### src/rtl/serial_frame_tx.sv
// -----------------------------------------------------------------------------
// serial_frame_tx
//
// Parallel-to-serial frame transmitter. Each word accepted on a valid/ready
// handshake goes out on a single serial line as a start bit (0), the data
// bits LSB first, an optional parity bit and a stop bit (1). Every bit is
// held for CLKS_PER_BIT clock cycles. The line idles high. A complementary
// copy (tx_bar) is driven alongside it. All outputs come straight from
// flip-flops.
//
// Ports:
//   clock     system clock; all logic runs on its rising edge
//   reset_n   synchronous active-low reset
//   in_data   word to transmit; captured only on a handshake
//   in_valid  in_data holds a word
//   in_ready  the block will accept a word on this edge
//   tx        serial line
//   tx_bar    inverse of tx, changing on the same edge
//   busy      a frame is in progress
//   done      one-cycle pulse after the stop bit completes
// -----------------------------------------------------------------------------
module serial_frame_tx #(
   parameter int DATA_W       = 8,
   parameter int CLKS_PER_BIT = 16,
   parameter bit PARITY_EN    = 1'b0,
   parameter bit PARITY_ODD   = 1'b0
) (
   input  logic              clock,
   input  logic              reset_n,
   input  logic [DATA_W-1:0] in_data,
   input  logic              in_valid,
   output logic              in_ready,
   output logic              tx,
   output logic              tx_bar,
   output logic              busy,
   output logic              done
);

   localparam int DIV_W = (CLKS_PER_BIT > 1) ? $clog2(CLKS_PER_BIT) : 1;
   localparam int BIT_W = (DATA_W > 1) ? $clog2(DATA_W) : 1;
   localparam logic [DIV_W-1:0] DIV_LAST = DIV_W'(CLKS_PER_BIT - 1);
   localparam logic [BIT_W-1:0] BIT_LAST = BIT_W'(DATA_W - 1);

   typedef enum logic [2:0] {
      IDLE,
      START,
      DATA,
      PARITY,
      STOP
   } state_t;

   state_t state;
   state_t state_next;

   logic [DATA_W-1:0] shift;       // bits not yet put on the line
   logic [BIT_W-1:0]  bit_cnt;     // index of the data bit now on the line
   logic [DIV_W-1:0]  div_cnt;     // cycles elapsed within the current bit
   logic              parity_bit;  // computed once when the word is captured

   logic accept;
   logic bit_end;
   logic last_data;

   logic tx_next;
   logic ready_next;
   logic busy_next;
   logic done_next;

   // in_ready is only ever high in IDLE, so this is the handshake edge.
   assign accept    = in_valid & in_ready;
   assign bit_end   = (state != IDLE) && (div_cnt == DIV_LAST);
   assign last_data = (bit_cnt == BIT_LAST);

   // ---------------------------------------------------------------------------
   // State register
   // ---------------------------------------------------------------------------
   // NOTE: sequential state uses non-blocking assignments so every register
   // samples the values present before the edge, whatever the block order.
   always_ff @(posedge clock) begin
      if (!reset_n) begin
         state <= IDLE;
      end else begin
         state <= state_next;
      end
   end

   // ---------------------------------------------------------------------------
   // Next-state logic
   // ---------------------------------------------------------------------------
   // NOTE: each combinational output gets a default before the case so that
   // no path leaves it unassigned, which would otherwise infer a latch.
   always_comb begin
      state_next = state;
      case (state)
         IDLE:    if (accept) state_next = START;
         START:   if (bit_end) state_next = DATA;
         DATA: begin
            if (bit_end && last_data) begin
               if (PARITY_EN) state_next = PARITY;
               else           state_next = STOP;
            end
         end
         PARITY:  if (bit_end) state_next = STOP;
         STOP:    if (bit_end) state_next = IDLE;
         default: state_next = IDLE;
      endcase
   end

   // ---------------------------------------------------------------------------
   // Output logic: next values of the registered outputs
   // ---------------------------------------------------------------------------
   always_comb begin
      tx_next    = tx;
      ready_next = in_ready;
      busy_next  = busy;
      done_next  = 1'b0;
      case (state)
         IDLE: begin
            if (accept) begin
               tx_next    = 1'b0;
               ready_next = 1'b0;
               busy_next  = 1'b1;
            end
         end
         START, DATA: begin
            if (bit_end) begin
               if (state == DATA && last_data) begin
                  tx_next = PARITY_EN ? parity_bit : 1'b1;
               end else begin
                  tx_next = shift[0];
               end
            end
         end
         PARITY: begin
            if (bit_end) tx_next = 1'b1;
         end
         STOP: begin
            if (bit_end) begin
               ready_next = 1'b1;
               busy_next  = 1'b0;
               done_next  = 1'b1;
            end
         end
         default: begin
            tx_next    = 1'b1;
            ready_next = 1'b1;
            busy_next  = 1'b0;
         end
      endcase
   end

   // ---------------------------------------------------------------------------
   // Datapath and output registers
   // ---------------------------------------------------------------------------
   // NOTE: every datapath register is cleared by reset so a frame aborted
   // mid-flight leaves no stale bits or counts behind.
   always_ff @(posedge clock) begin
      if (!reset_n) begin
         shift      <= '0;
         bit_cnt    <= '0;
         div_cnt    <= '0;
         parity_bit <= 1'b0;
         tx         <= 1'b1;
         tx_bar     <= 1'b0;
         in_ready   <= 1'b1;
         busy       <= 1'b0;
         done       <= 1'b0;
      end else begin
         if (accept) begin
            shift      <= in_data;
            bit_cnt    <= '0;
            div_cnt    <= '0;
            parity_bit <= (^in_data) ^ PARITY_ODD;
         end else if (state != IDLE) begin
            div_cnt <= bit_end ? '0 : div_cnt + 1'b1;
            // The bit that goes on the line next is always shift[0]; drop it
            // from the register as it is launched.
            if (bit_end && (state == START || (state == DATA && !last_data))) begin
               shift <= shift >> 1;
               if (state == DATA) bit_cnt <= bit_cnt + 1'b1;
            end
         end
         tx       <= tx_next;
         tx_bar   <= ~tx_next;
         in_ready <= ready_next;
         busy     <= busy_next;
         done     <= done_next;
      end
   end

endmodule
### config.mk
export PLATFORM = sky130hd
export DESIGN_NAME = serial_frame_tx
export DESIGN_NICKNAME = d
export VERILOG_FILES = /design/src/rtl/serial_frame_tx.sv
export SDC_FILE = /design/constraint.sdc
export NUM_CORES = 1
export LEC_CHECK = 0
export CORE_UTILIZATION = 52
export DETAILED_ROUTE_END_ITERATION = 12
export PLACE_DENSITY = 0.88
export SKIP_LAST_GASP = 1
export SYNTH_ARGS = -nofsm -noshare
export SYNTH_HDL_FRONTEND = slang
export SYNTH_SLANG_ARGS = --single-unit
export TNS_END_PERCENT = 30
### constraint.sdc
create_clock -name clock -period 1.9 [get_ports clock]
set_input_delay 0.38 -clock clock [delete_from_list [all_inputs] [get_ports clock]]
set_output_delay 0.38 -clock clock [all_outputs]
set_load 0.05 [all_outputs]
==> tab_implementation.tex, run 1 <==
\begin{tabular}{lr}
\hline
Metric & Value \\
\hline
\multicolumn{2}{l}{\textbf{Power and ir drop}} \\
\quad VDD IR-drop max & 0.486 mV \\
\quad PD cells & 719 nW/um2 \\
\quad Relative contribution of the clock network to total power & 24.3\% \\
\quad Switching power as a share of total power & 27.2\% \\
\quad Combinational share of power & 17.1\% \\
\quad Cell internal pwr & 0.000659 W \\
\quad Static leakage & 0.529 nW \\
\quad Sequential share of power & 58.7\% \\
\quad P\_sw & 0.000247 W \\
\multicolumn{2}{l}{\textbf{Synth}} \\
\quad Total standard cell area after synthesis & 1070 um2 \\
\quad Syn nets & between 100 and 150 \\
\quad Dominant cell type by area after synthesis & sky130\_fd\_sc\_hd\_\_dfxtp\_1 \\
\quad Most common flop cell mapped by yosys & sky130\_fd\_sc\_hd\_\_dfxtp\_1 \\
\quad Cell count after synthesis & roughly 120 \\
\quad Share of the synthesized area in the top cell type & 43.1\% \\
\quad Number of warnings issued by yosys & 0 \\
\quad Number of storage elements in the synthesis netlist & 23 \\
\quad Post-synth ARST share & 0\% \\
\quad Sequential share of the synthesized area & $\sim$43\% \\
\quad Synth area leaders & sky130\_fd\_sc\_hd\_\_dfxtp\_1 43\%, sky130\_fd\_sc\_hd\_\_mux2i\_1 9.4\%, sky130\_fd\_sc\_hd\_\_a21oi\_1 5.2\% \\
\quad Post-synth EDFFs & 0 \\
\quad Distinct cells, synth & 31 \\
\quad Post-Syn Area per Cell & 9.20 um2 \\
\multicolumn{2}{l}{\textbf{Place}} \\
\quad HPWL Detailed & about 1600 um \\
\quad Count of buffers inserted at the top-level ports & 15 \\
\quad Dpl ws & 0.165 ns \\
\quad Routability congestion estimate from global placement & 0.830 \\
\multicolumn{2}{l}{\textbf{STA}} \\
\quad Max-slew violation count & 0 \\
\quad Min Tclk post-route & 1.84 ns \\
\quad Final worst-path setup slack & 0.0586 ns \\
\quad Worst clock skew on the final layout & approximately 0.0013 ns \\
\quad Setup repair after global routing missed its margin & no \\
\quad Final Cycle Share & 96.9\% \\
\quad Highest clock frequency the design can meet & 0.543 GHz \\
\quad Worst slew pin tran & 0.509 ns \\
\quad Setup Total Neg Slack & 0 ns \\
\quad Finish-stage setup viols & 0 \\
\quad Worst relative slew slack & 65.9\% \\
\quad Final-report hold violation count & 0 \\
\multicolumn{2}{l}{\textbf{Critical path}} \\
\quad Reg-to-Reg Start & bit\_cnt[0] \\
\quad Number of buffer and inverter stages on the critical path & 1 \\
\quad Maximum cell stage delay along the critical path & 0.80 ns \\
\quad Crit path max fanout & 2 \\
\quad Dominant delay contributor by cell family on the critical path & buffers and inverters \\
\quad Required time of the critical path & between 1.5 and 2 ns \\
\quad Cells along the critical path & clkdlybuf4s50\_1 \\
\quad Critical path arrival & $\sim$1.5 ns \\
\quad Kind of start point of the critical path & register \\
\quad Worst setup path startpoint & busy \\
\quad Slowest CP cell & sky130\_fd\_sc\_hd\_\_clkdlybuf4s50\_1 \\
\quad Type of destination of the critical path & output port \\
\quad Class of the most critical setup path & register to output port \\
\multicolumn{2}{l}{\textbf{Global routing}} \\
\quad Remaining global-route overflow & 0 \\
\quad M3 GR Usage & around 4.6\% \\
\quad Initial antenna violation count & 0 \\
\quad Grt peak-use layer & met2 \\
\quad First-pass GRT wire length & about 3200 um \\
\quad Largest net degree at the start of global routing & 17 \\
\quad Vias in the first global route & 774 \\
\quad Global-route met2 utilization & between 40\% and 50\% \\
\quad Met1 track demand over resource in global routing & around a fifth \\
\quad Total routing usage reported by global routing & 20.8\% \\
\multicolumn{2}{l}{\textbf{Finish}} \\
\quad Proportion of layout cells with a drive suffix above 1 & under 10\% \\
\quad Number of nets in the layout & 147 \\
\quad Commonest non-fill, non-tap cells in the layout & 23 x sky130\_fd\_sc\_hd\_\_dfxtp\_1, 13 x sky130\_fd\_sc\_hd\_\_nor2\_1, 13 x sky130\_fd\_sc\_hd\_\_clkdlybuf4s50\_1 \\
\quad Number of diodes & 0 \\
\quad Area growth, synth to finish & 18.1\% \\
\quad Leading cell type in the layout, fill and taps excluded & sky130\_fd\_sc\_hd\_\_dfxtp\_1 \\
\multicolumn{2}{l}{\textbf{Clock network}} \\
\quad CTS tree & done \\
\quad Cell at the root of the clock tree & sky130\_fd\_sc\_hd\_\_clkbuf\_4 \\
\quad CTS HTree Levels & 1 \\
\quad Count of hold-fix buffers inserted at cts & 0 \\
\quad Clock-pin transition on the worst setup and hold timing paths & 0.12 ns \\
\quad Number of clock buffers inserted by TritonCTS & 3 \\
\quad Clock latency reported for the late side of the worst-skew pair & about 0.30 ns \\
\quad Num Clock Sinks & 23 \\
\quad Longest Clk Path Bufs & 2 \\
\multicolumn{2}{l}{\textbf{Route}} \\
\quad Routed WL & 2020 um \\
\quad Antenna-violating nets left & 0 \\
\quad Detailed-router iteration count before antenna repair & 4 \\
\quad Detailed-route via count & 866 \\
\quad DRC violation count after routing & 0 \\
\quad Number of DRC markers in iteration 0 & 14 \\
\quad Mean number of vias per cell & 5.45 \\
\quad Wirelength per Cell & 12.7 um \\
\multicolumn{2}{l}{\textbf{Hold path}} \\
\quad Startpoint of the most critical hold path & shift[7] \\
\quad Type of the worst min-delay path & register to register \\
\multicolumn{2}{l}{\textbf{Floorplanning}} \\
\quad Die Area & 2240 um2 \\
\quad Die span in y & 47.3 um \\
\quad Num rows & 16 \\
\quad Die width & 47.3 um \\
\quad Initial core utilization & 55.0\% \\
\quad Top-level port count & 16 \\
\quad Area of the placeable core & 1940 um2 \\
\multicolumn{2}{l}{\textbf{Status}} \\
\quad Result of the run & completed \\
\multicolumn{2}{l}{\textbf{Flow run}} \\
\quad Max-Cap Viols & 0 \\
\hline
\end{tabular}
==> flip-flops by register name, summed over array words and instances (netlist names) <==
| signal | flops |
|---|---|
| busy | 1 |
| done | 1 |
| tx | 1 |
| bit_cnt | 3 |
| tx_bar | 1 |
| in_ready | 1 |
| shift | 8 |
| div_cnt | 4 |
| state | 3 |
==> repair_timing <==
| item | 4_1_cts | 5_1_grt |
|---|---|---|
| gates resized for setup | 1 | 0 |
| setup endpoints to repair | 1 | 0 |
| setup buffers | 0 | 0 |
==> power groups by stage <==
stage                     logic [W]  clock network, W  registers, W
after floorplan           0.0000752                 0      0.000566
after global placement     0.000152                 0      0.000541
after detailed placement   0.000157                 0      0.000543
after CTS                  0.000156          0.000231      0.000532
after global routing       0.000171          0.000252      0.000536
final                      0.000155          0.000220      0.000532
==> cells in the mapped netlist (2+ instances only) <==
cell / instances
sky130_fd_sc_hd__xor2_1: 2
sky130_fd_sc_hd__mux2i_1: 10
sky130_fd_sc_hd__nand3_1: 5
sky130_fd_sc_hd__ha_1: 3
sky130_fd_sc_hd__a21o_1: 2
sky130_fd_sc_hd__nor2_1: 13
sky130_fd_sc_hd__buf_2: 2
sky130_fd_sc_hd__clkbuf_1: 2
sky130_fd_sc_hd__dfxtp_1: 23
sky130_fd_sc_hd__a21oi_1: 11
sky130_fd_sc_hd__inv_1: 3
sky130_fd_sc_hd__nor3_1: 3
sky130_fd_sc_hd__o21ai_0: 9
sky130_fd_sc_hd__or3_1: 2
sky130_fd_sc_hd__nand2_1: 7
sky130_fd_sc_hd__a32oi_1: 3
sky130_fd_sc_hd__nor2b_1: 2
==> logic make-up (layout without fill, tap and decap cells) <==
family / count (synthesis) / count (layout) / synth area share, %
adders and majority gates: 3 / 3 / 3.52
buffers and inverters: 8 / 24 / 3.75
DFF: 23 / 23 / 43.1
and+or+nand+nor: 40 / 40 / 19.6
xor gates and xnor gates: 3 / 3 / 2.46
AOI/OAI and AO/OA: 29 / 29 / 18.2
muxes: 10 / 10 / 9.38
==> metal layers <==
layer	wire length, um	share of wire (%)	vias to the layer above
met2	1060	52	15
met5	0	0	-
met4	34	1.7	0
li1	-	-	446
met1	861	43	401
met3	65	3.2	4
==> final timing paths <==
check | slack [ns] | cells past startpoint | end
setup / recovery | 0.06 | 1 | busy
hold / removal | 0.49 | 2 | shift[7]
setup reg to reg | 0.19 | 6 | shift[1]
hold reg to reg | 0.49 | 2 | shift[7]
==> stage by stage <==
stage                     instances  hold slack [ns]  utilization (%)  power, W  cell area, um2
after floorplan                 116            0.451                -  0.000641            1070
after global placement          155            0.465             63.6  0.000694            1230
after detailed placement        155            0.481             63.6  0.000700            1230
after CTS                       159            0.496             64.9  0.000919            1260
after global routing            159            0.521             64.9  0.000958            1260
final                           159            0.489             64.9  0.000906            1260
==> final cells by class <==
type                            instances  area [um2]
Fill cell                             176         682
Inverter                                3        11.3
Sequential cell                        23         460
Tap cell                               27        33.8
Clock buffer                            4        26.3
Multi-Input combinational cell         85         567
Timing Repair Buffer                   17         161
Note: power is estimated with default switching activity, not from simulation.
==> run 2: changes to the inputs <==
--- a/config.mk
+++ b/config.mk
@@ -5,9 +5,9 @@
 export SDC_FILE = /design/constraint.sdc
 export NUM_CORES = 1
 export LEC_CHECK = 0
-export CORE_UTILIZATION = 52
+export CORE_UTILIZATION = 30
 export DETAILED_ROUTE_END_ITERATION = 12
-export PLACE_DENSITY = 0.88
+export PLACE_DENSITY = 0.6
 export SKIP_LAST_GASP = 1
 export SYNTH_ARGS = -nofsm -noshare
 export SYNTH_HDL_FRONTEND = slang
==> run 2 against run 1 <==
Against the previous run: cell count is 13% higher; maximum frequency is 1.8% higher; die area is 70% higher; highest routed layer unchanged; sequential power hardly changed; clock skew is 0.0044 ns higher; critical endpoint is now done.
==> tab_implementation.tex, run 2 (synthesized netlist as in run 1, its figures left out) <==
\begin{tabular}{lr}
\hline
Metric & Value \\
\hline
\multicolumn{2}{l}{\textbf{Critical path}} \\
\quad Dominant delay contributor by cell family on the critical path & buffers and inverters \\
\quad Kind of start point of the critical path & register \\
\quad Path depth of the worst reg2reg path & 6 (unchanged) \\
\quad Required time of the critical path & 1.52 ns (about the same) \\
\quad Slowest CP cell & sky130\_fd\_sc\_hd\_\_clkdlybuf4s50\_1 \\
\quad Type of destination of the critical path & output port \\
\quad Class of the most critical setup path & register to output port \\
\quad Crit path max fanout & 1 (-1) \\
\quad Cells along the critical path & clkdlybuf4s50\_1 \\
\quad Critical path arrival & 1.43 ns (-0.03 ns) \\
\quad Reg-to-Reg End & shift[4] \\
\quad Number of buffer and inverter stages on the critical path & 1 (unchanged) \\
\quad Maximum cell stage delay along the critical path & 0.79 ns (about the same) \\
\quad Worst setup slack for register-to-register paths & 0.26 ns (+0.07 ns) \\
\quad Reg-to-Reg Start & bit\_cnt[0] \\
\multicolumn{2}{l}{\textbf{Route}} \\
\quad DRC violation count after routing & 0 (unchanged) \\
\quad Detailed-router iteration count before antenna repair & 3 (-1) \\
\quad Number of DRC markers in iteration 0 & 14 (unchanged) \\
\quad Wirelength per Cell & 11.5 um (-9.6\%) \\
\quad Routed WL & 2070 um (+2.4\%) \\
\quad Detailed-route via count & 871 (+0.58\%) \\
\quad Antenna-violating nets left & 0 (unchanged) \\
\quad Mean number of vias per cell & 4.84 (-11\%) \\
\multicolumn{2}{l}{\textbf{Clock network}} \\
\quad Number of clock buffers inserted by TritonCTS & 3 (unchanged) \\
\quad Clock latency reported for the late side of the worst-skew pair & 0.31 ns (about the same) \\
\quad Cell at the root of the clock tree & sky130\_fd\_sc\_hd\_\_clkbuf\_4 \\
\quad Longest Clk Path Bufs & 2 (unchanged) \\
\quad Clock-pin transition on the worst setup and hold timing paths & 0.13 ns (about the same) \\
\quad CTS tree & done \\
\quad Number of setup buffers added after CTS & 0 (unchanged) \\
\quad CTS HTree Levels & 1 (unchanged) \\
\quad Num Clock Sinks & 23 (unchanged) \\
\multicolumn{2}{l}{\textbf{Finish}} \\
\quad Registers with the highest flip-flop counts & shift (8), div\_cnt (4) \\
\quad Proportion of layout cells with a drive suffix above 1 & 11.9\% (+2.8 points) \\
\quad Area growth, synth to finish & 21.9\% \\
\quad Max FFs per register & 8 (unchanged) \\
\quad Commonest non-fill, non-tap cells in the layout & 23 x sky130\_fd\_sc\_hd\_\_dfxtp\_1, 13 x sky130\_fd\_sc\_hd\_\_nor2\_1, 12 x sky130\_fd\_sc\_hd\_\_clkdlybuf4s50\_1 \\
\quad Number of nets in the layout & 149 (+1.4\%) \\
\quad Register containing the most flip-flops in the final layout & shift \\
\quad Final Instance Area & 1300 um2 (+3.3\%) \\
\quad Number of diodes & 0 (unchanged) \\
\quad Leading cell type in the layout, fill and taps excluded & sky130\_fd\_sc\_hd\_\_dfxtp\_1 \\
\multicolumn{2}{l}{\textbf{Floorplanning}} \\
\quad Die span in y & 61.6 um (+30\%) \\
\quad Num rows & 21 (+5) \\
\quad Area of the placeable core & 3360 um2 (+73\%) \\
\quad Initial core utilization & 31.7\% (-23 points) \\
\quad Die width & 61.6 um (+30\%) \\
\quad Top-level port count & 16 (unchanged) \\
\quad Die Area & 3800 um2 (+70\%) \\
\multicolumn{2}{l}{\textbf{STA}} \\
\quad Finish-stage setup viols & 0 (unchanged) \\
\quad Setup repair after global routing missed its margin & no \\
\quad Max-slew violation count & 0 (unchanged) \\
\quad Setup Total Neg Slack & 0 ns (unchanged) \\
\quad Final-report hold violation count & 0 (unchanged) \\
\quad Worst clock skew on the final layout & 0.00573 ns (+0.00442 ns) \\
\quad Min Tclk post-route & 1.81 ns (-0.0321 ns) \\
\quad Final Cycle Share & 95.2\% (-1.7 points) \\
\quad Worst slew pin tran & 0.498 ns (-0.0109 ns) \\
\quad Highest clock frequency the design can meet & 0.553 GHz (+1.8\%) \\
\quad Worst relative slew slack & 66.7\% (+0.85 points) \\
\multicolumn{2}{l}{\textbf{Power and ir drop}} \\
\quad VDD IR-drop max & 0.311 mV (-36\%) \\
\quad Static leakage & 0.556 nW (+5.1\%) \\
\quad PD cells & 703 nW/um2 (-2.2\%) \\
\multicolumn{2}{l}{\textbf{Flow run}} \\
\quad Max-Cap Viols & 0 (unchanged) \\
\multicolumn{2}{l}{\textbf{Global routing}} \\
\quad Remaining global-route overflow & 0 (unchanged) \\
\quad Vias in the first global route & 824 (+6.5\%) \\
\quad Largest net degree at the start of global routing & 17 (unchanged) \\
\quad Total routing usage reported by global routing & 12.8\% (-8.0 points) \\
\quad Initial antenna violation count & 0 (unchanged) \\
\quad First-pass GRT wire length & 3570 um (+11\%) \\
\multicolumn{2}{l}{\textbf{Hold path}} \\
\quad Cell depth of the worst hold path & 2 (unchanged) \\
\quad Type of the worst min-delay path & register to register \\
\quad Startpoint of the most critical hold path & shift[7] \\
\quad Terminating pin of the worst hold path & shift[7] \\
\multicolumn{2}{l}{\textbf{Place}} \\
\quad Routability congestion estimate from global placement & 0.733 (-12\%) \\
\quad Count of buffers inserted at the top-level ports & 15 (unchanged) \\
\quad Instance area at placement & 1270 um2 (+2.9\%) \\
\quad HPWL Detailed & 1550 um (-0.64\%) \\
\multicolumn{2}{l}{\textbf{Status}} \\
\quad Result of the run & completed \\
\hline
\end{tabular}
-- run 2: cell type report --
type	count	area, um2
fill	384	2060
inverter	3	11.3
timing repair buffer	19	178
clock inverter	1	5.00
tap	46	57.6
multi-input combinational	85	567
sequential	23	460
clock buffer	3	22.5
-- run 2: layer usage --
layer	up-vias	track usage, %	wire, um
li1	456	-	-
met2	8	20.3	914
met3	4	3.15	53
met4	0	4.76	29
met1	403	16.8	1070
met5	-	0	0
-- run 2: how the worst max path moves through the flow --
| stage | startpoint | to | depth (start not counted) |
|---|---|---|---|
| floorplan | in_ready | tx | 4 |
| global placement | bit_cnt[0] | shift[2] | 6 |
| detailed placement | bit_cnt[0] | shift[0] | 6 |
| CTS | busy | busy | 1 |
| global route | done | done | 1 |
| finish | done | done | 1 |
-- run 2: what timing repair did --
action | in CTS | in global routing
hold buffers | 0 | 0
resized for setup | 0 | 1
endpoints found under the hold margin | 0 | 0
endpoints found under the setup margin | 0 | 1
-- run 2: metrics by stage --
| step | hold slack, ns | power [W] | cells | setup slack, ns | util [%] |
|---|---|---|---|---|---|
| floorplan | 0.451 | 0.000641 | 116 | 0.315 | - |
| global placement | 0.470 | 0.000699 | 176 | 0.266 | 37.8 |
| detailed placement | 0.477 | 0.000701 | 176 | 0.234 | 37.8 |
| CTS | 0.497 | 0.000932 | 180 | 0.0289 | 38.6 |
| global route | 0.541 | 0.000970 | 180 | 0.0295 | 38.7 |
| finish | 0.500 | 0.000915 | 180 | 0.0907 | 38.7 |
-- run 2: where the power goes --
part | switching [W] | internal (W) | total [W]
clock | 0.000148 | 0.0000787 | 0.000227
combinational | 0.0000860 | 0.0000702 | 0.000156
sequential | 0.0000228 | 0.000510 | 0.000532
